`config.mk`:
```
export PLATFORM = sky130hd
export DESIGN_NAME = instr_encoder
export DESIGN_NICKNAME = d
export VERILOG_FILES = /design/src/rtl/instr_encoder.sv
export SDC_FILE = /design/constraint.sdc
export NUM_CORES = 1
export LEC_CHECK = 0
export CAP_MARGIN = 20
export CORE_ASPECT_RATIO = 0.9
export CORE_MARGIN = 2
export CORE_UTILIZATION = 45
export CTS_BUF_LIST = sky130_fd_sc_hd__clkbuf_8 sky130_fd_sc_hd__clkbuf_16
export DETAILED_ROUTE_END_ITERATION = 6
export HOLD_SLACK_MARGIN = 0.15
export PLACE_DENSITY = 0.81
export SYNTH_ARGS = -nofsm -noshare
export SYNTH_HDL_FRONTEND = slang
export SYNTH_SLANG_ARGS = --single-unit
```
`constraint.sdc`:
```
create_clock -name clk -period 4.7 [get_ports clk]
set_input_delay 0.705 -clock clk [delete_from_list [all_inputs] [get_ports clk]]
set_output_delay 0.705 -clock clk [all_outputs]
set_load 0.005 [all_outputs]
```
`src/rtl/instr_encoder.sv`:
```
// RV32I instruction encoder: packs decoded fields plus a signed immediate into a
// 32-bit instruction word through a two-stage valid/ready pipeline.
module instr_encoder #(
  parameter int unsigned ERR_CNT_W = 16
) (
  input  logic                 clk,
  input  logic                 rst_n,
  input  logic                 in_valid,
  output logic                 in_ready,
  input  logic [6:0]           opcode,
  input  logic [4:0]           rd,
  input  logic [4:0]           rs1,
  input  logic [4:0]           rs2,
  input  logic [2:0]           funct3,
  input  logic [6:0]           funct7,
  input  logic [31:0]          imm,
  output logic                 out_valid,
  input  logic                 out_ready,
  output logic [31:0]          out_instr,
  output logic                 out_err,
  output logic [ERR_CNT_W-1:0] err_count
);

  localparam logic [6:0] OP_LUI    = 7'b0110111;
  localparam logic [6:0] OP_AUIPC  = 7'b0010111;
  localparam logic [6:0] OP_JAL    = 7'b1101111;
  localparam logic [6:0] OP_JALR   = 7'b1100111;
  localparam logic [6:0] OP_BRANCH = 7'b1100011;
  localparam logic [6:0] OP_LOAD   = 7'b0000011;
  localparam logic [6:0] OP_STORE  = 7'b0100011;
  localparam logic [6:0] OP_IMM    = 7'b0010011;
  localparam logic [6:0] OP_OP     = 7'b0110011;
  localparam logic [31:0] NOP      = 32'h0000_0013;

  logic               s1_valid;
  logic [6:0]         s1_opcode;
  logic [4:0]         s1_rd;
  logic [4:0]         s1_rs1;
  logic [4:0]         s1_rs2;
  logic [2:0]         s1_funct3;
  logic [6:0]         s1_funct7;
  logic signed [31:0] s1_imm;

  logic               s2_valid;
  logic               s2_ready;

  logic [31:0]        enc_word;
  logic               enc_bad;
  logic               fits_i;
  logic               fits_b;
  logic               fits_j;

  assign s2_ready  = !s2_valid || out_ready;
  assign in_ready  = !s1_valid || s2_ready;
  assign out_valid = s2_valid;

  always_ff @(posedge clk or negedge rst_n) begin
    if (!rst_n) begin
      s1_valid  <= 1'b0;
      s1_opcode <= '0;
      s1_rd     <= '0;
      s1_rs1    <= '0;
      s1_rs2    <= '0;
      s1_funct3 <= '0;
      s1_funct7 <= '0;
      s1_imm    <= '0;
    end else if (in_ready) begin
      s1_valid <= in_valid;
      if (in_valid) begin
        s1_opcode <= opcode;
        s1_rd     <= rd;
        s1_rs1    <= rs1;
        s1_rs2    <= rs2;
        s1_funct3 <= funct3;
        s1_funct7 <= funct7;
        s1_imm    <= imm;
      end
    end
  end

  // Range checks use the full signed 32-bit value so truncated immediates never pass.
  always_comb begin
    fits_i   = (s1_imm >= -32'sd2048)    && (s1_imm <= 32'sd2047);
    fits_b   = (s1_imm >= -32'sd4096)    && (s1_imm <= 32'sd4094)    && !s1_imm[0];
    fits_j   = (s1_imm >= -32'sd1048576) && (s1_imm <= 32'sd1048574) && !s1_imm[0];
    enc_word = '0;
    enc_bad  = 1'b0;
    case (s1_opcode)
      OP_IMM: begin
        if (s1_funct3 == 3'b001 || s1_funct3 == 3'b101) begin
          enc_word = {s1_funct7, s1_imm[4:0], s1_rs1, s1_funct3, s1_rd, s1_opcode};
          enc_bad  = (s1_imm < 32'sd0) || (s1_imm > 32'sd31);
        end else begin
          enc_word = {s1_imm[11:0], s1_rs1, s1_funct3, s1_rd, s1_opcode};
          enc_bad  = !fits_i;
        end
      end
      OP_JALR, OP_LOAD: begin
        enc_word = {s1_imm[11:0], s1_rs1, s1_funct3, s1_rd, s1_opcode};
        enc_bad  = !fits_i;
      end
      OP_STORE: begin
        enc_word = {s1_imm[11:5], s1_rs2, s1_rs1, s1_funct3, s1_imm[4:0], s1_opcode};
        enc_bad  = !fits_i;
      end
      OP_BRANCH: begin
        enc_word = {s1_imm[12], s1_imm[10:5], s1_rs2, s1_rs1, s1_funct3,
                    s1_imm[4:1], s1_imm[11], s1_opcode};
        enc_bad  = !fits_b;
      end
      OP_JAL: begin
        enc_word = {s1_imm[20], s1_imm[10:1], s1_imm[11], s1_imm[19:12], s1_rd, s1_opcode};
        enc_bad  = !fits_j;
      end
      OP_LUI, OP_AUIPC: begin
        enc_word = {s1_imm[31:12], s1_rd, s1_opcode};
        enc_bad  = (s1_imm[11:0] != 12'h000);
      end
      OP_OP: begin
        enc_word = {s1_funct7, s1_rs2, s1_rs1, s1_funct3, s1_rd, s1_opcode};
      end
      default: enc_bad = 1'b1;
    endcase
  end

  always_ff @(posedge clk or negedge rst_n) begin
    if (!rst_n) begin
      s2_valid  <= 1'b0;
      out_instr <= '0;
      out_err   <= 1'b0;
    end else if (s2_ready) begin
      s2_valid <= s1_valid;
      if (s1_valid) begin
        out_instr <= enc_bad ? NOP : enc_word;
        out_err   <= enc_bad;
      end
    end
  end

  always_ff @(posedge clk or negedge rst_n) begin
    if (!rst_n) begin
      err_count <= '0;
    end else if (s2_valid && out_ready && out_err && (err_count != '1)) begin
      err_count <= err_count + ERR_CNT_W'(1);
    end
  end

endmodule

```
==> run_results.csv <==
group,metric,value,unit
outcome,outcome,"finished with violations",
outcome,violations,"DRC",
routing,via_per_inst,5.639,
floorplan,dieArea,0.01222,mm^2
final_layout,fin_util,0.6439,
clock_tree,htreeDepth,4,
critical_path,reg2regPathDepth,6,
routing,routed_wl,13460,um
placement,dpl.hpwl,9287,um
clock_tree,postCtsSetupBuffers,0,
final_layout,syn2layout_area_growth,38.00,%
floorplan,num_io_pins,119,
power_and_ir_drop,ir_worst_vdd,0.2243,mV
critical_path,cp.required,4.98,ns
grt,antenna_found_initial,0,
synthesis,ys_seq_area_frac,0.5634,
min_path,worstHoldPathType,"input port to async pin",
placement,detailedPlace.worstSlack,1.534,ns
timing,worst_pin_slew,0.7472,ns
grt,busiest_layer,"met2",
routing,drtIter0Drc,367,
timing,grt_setup_unrepaired,"no",
grt,grtUsageMet1,0.2902,
final_layout,drive_gt1_frac,0.1876,
synthesis,synth_cell_types,51,
critical_path,arrival,3.09,ns
floorplan,fp-row-count,36,
floorplan,die_y,105.1,um
floorplan,die_w,116.3,um
timing,slew_headroom,0.5018,
floorplan,start_util,0.4666,
timing,hold_viol_final,0,
final_layout,finalInstanceArea,0.007048,mm^2
clock_tree,clock_path_buffers,2,
critical_path,reg2reg_from,"s1_imm[8]",
job,drv_cap,0,
grt,grt_use_met2,0.3617,
synthesis,ys_top_cells_by_area,"dfrtp_1, mux2_2, nand2_1, o21ai_1, a222oi_1",
timing,fin_crit,2.809,ns
timing,setup_slack,1.891,ns
critical_path,criticalPathCategory,"flip-flop to flip-flop",
critical_path,end_kind,"flip-flop",
grt,overflow,0,
final_layout,fillers,820,
clock_tree,cts-root-buf,"clkbuf_16",
grt,grt_pass1_vias,4071,
grt,grt_use_met3,0.06903,
synthesis,synth_edf_count,0,
synthesis,synth_top_cell_by_area,"dfrtp_1",
synthesis,netlist_instances,431,
critical_path,r2r-end,"out_instr[4]",
critical_path,path_max_fanout,30,
synthesis,ys_warn_count,0,
synthesis,async_reset_ff_frac,1.000,
floorplan,coreArea,0.01095,mm^2
final_layout,fin_nets,621,
clock_tree,clk_pin_slew,0.06,ns
clock_tree,tritoncts,"built",
critical_path,regToRegSetupSlack,1.89,ns
timing,finalCritPeriodShare,0.5976,
placement,placedInstanceArea,0.006409,mm^2
synthesis,syn_area_per_cell,11.85,um^2
grt,grt_max_degree,87,
power_and_ir_drop,power_density,419.9,mW/mm^2
placement,io_buffers,118,
clock_tree,clock_latency,0.41,ns
timing,setup_viol,0,
synthesis,ys_seq_elements,115,
clock_tree,holdBufCountCts,0,
grt,grt_usage,0.2261,
routing,dr.pass1.iters,7,
routing,drtAntennaViolNets,0,
synthesis,syn_area,0.005107,mm^2
clock_tree,cts_buffers,17,
synthesis,synth_ff_type,"dfrtp_1",
critical_path,startpoint_type,"flip-flop",
synthesis,synth_top_area_share,0.5634,
timing,finClkSkew,0.01615,ns
grt,grt_first_pass_wirelength,21050,um
timing,fmax,356.0,MHz
synthesis,syn-num-nets,500,
routing,num_vias,4043,
timing,finalHoldWorstSlack,0.2942,ns
routing,wl_per_cell,18.77,um
timing,finalMaxSlewViolations,0,
timing,setup_tns,0,ns
clock_tree,cts_resized,0,
clock_tree,clock_sinks,115,
final_layout,n_antenna_cell,0,
placement,gp_congestion,0.8930,
routing,drc_errors,3,
power_and_ir_drop,power.leakage,0.002847,uW
area by class of cell:
type | count | area, um^2 | area share
clock buffer | 18 | 439.2 | 0.06231
tap | 152 | 190.2 | 0.02698
inverter | 9 | 33.78 | 0.004793
timing repair buffer | 122 | 1229 | 0.1743
multi-input combinational | 287 | 2113 | 0.2998
sequential | 115 | 2878 | 0.4083
clock inverter | 14 | 165.2 | 0.02343
critical path: stages, from the launching register on:
cell       delay [ns]
dfrtp_1          0.40
or4_4            0.56
nor4_2           0.16
nand3_1          0.17
a2111oi_4        0.42
nand3_2          0.58
o22a_1           0.39
layer usage:
metal  vias up  part of all wire
li1       1833                 -
met5         -                 0
met4         0             0.013
met1      2011              0.41
met2       178              0.50
met3        21             0.070
stage by stage:
stage / power [uW] / cells
2_1_floorplan: 1434 / 431
3_3_place_gp: 1632 / 683
3_5_place_dp: 1659 / 683
4_1_cts: 2962 / 715
5_1_grt: 3066 / 717
6_report: 2959 / 717
sequential cells by signal, indices dropped and copies added (netlist names):
name / cells
s1_valid: 1
s1_funct3: 3
s1_rs2: 5
s1_rs1: 5
s1_imm: 32
out_err: 1
err_count: 16
s1_rd: 5
out_valid: 1
out_instr: 32
s1_opcode: 7
s1_funct7: 7
kinds of logic (layout without fill, tap and decap cells):
group                      count (synthesis)  count (layout)  share of synthesized area
adders and majority gates                  1               1                   0.002449
DFF                                      115             115                     0.5634
buffers and inverters                     29             163                    0.02327
AOI/OAI and AO/OA                         80              80                     0.1110
muxes                                     67              67                     0.1475
and+or+nand+nor                          124             124                     0.1267
xor gates and xnor gates                  15              15                    0.02572
worst max path at each step:
stage                          from      endpoint  slack (ns)  depth (start not counted)
after global placement    out_ready  out_instr[4]        1.66                          7
after floorplan           s1_imm[8]  out_instr[4]        2.60                          7
after detailed placement  out_ready  out_instr[4]        1.53                          7
final                     s1_imm[8]  out_instr[4]        1.89                          6
after CTS                 s1_imm[8]  out_instr[4]        1.86                          6
after global routing      s1_imm[8]  out_instr[4]        1.74                          6
power breakdown:
group / total (uW) / leakage, uW / switching, uW / internal, uW
registers: 1240 / 0.00141 / 141 / 1100
logic: 413 / 0.00114 / 174 / 239
clock network: 1300 / 0.000300 / 459 / 844
synthesized netlist by cell type, types with 2 or more instances:
library cell,instances
and2_1,3
o21ai_1,28
a21oi_1,6
dfrtp_1,115
a222oi_1,11
and3_1,7
nor2b_1,4
nand4b_1,2
nand2_1,44
nor2_1,16
buf_2,2
nor4_1,6
xor2_1,6
mux2_2,65
nand2b_1,5
o211ai_1,2
or4_1,4
xnor2_1,9
nor3_1,6
a22oi_1,13
clkbuf_1,16
inv_1,9
nand4_1,11
o21a_1,3
a221oi_1,3
nand3_1,7
o21ai_0,4
placed cells by master (no fill, tap or decap), types with 2 or more instances in the layout:
cell type,count
clkinvlp_4,2
or4_1,4
nand4b_1,2
and3_1,7
a21oi_1,6
xnor2_1,9
bufinv_16,3
clkinv_4,4
mux2_2,65
nand3_1,7
o21ai_0,4
nand2_1,43
a22oi_1,13
nand2b_1,5
nor3_1,6
a221oi_1,3
clkdlybuf4s50_1,117
nor2b_1,4
o211ai_1,2
o21ai_1,28
nor2_1,16
nand4_1,11
clkbuf_16,17
inv_1,12
xor2_1,6
and2_1,3
dfrtp_1,115
buf_4,3
nor4_1,6
o21a_1,3
a222oi_1,11
Note: power is estimated with default switching activity, not from simulation.
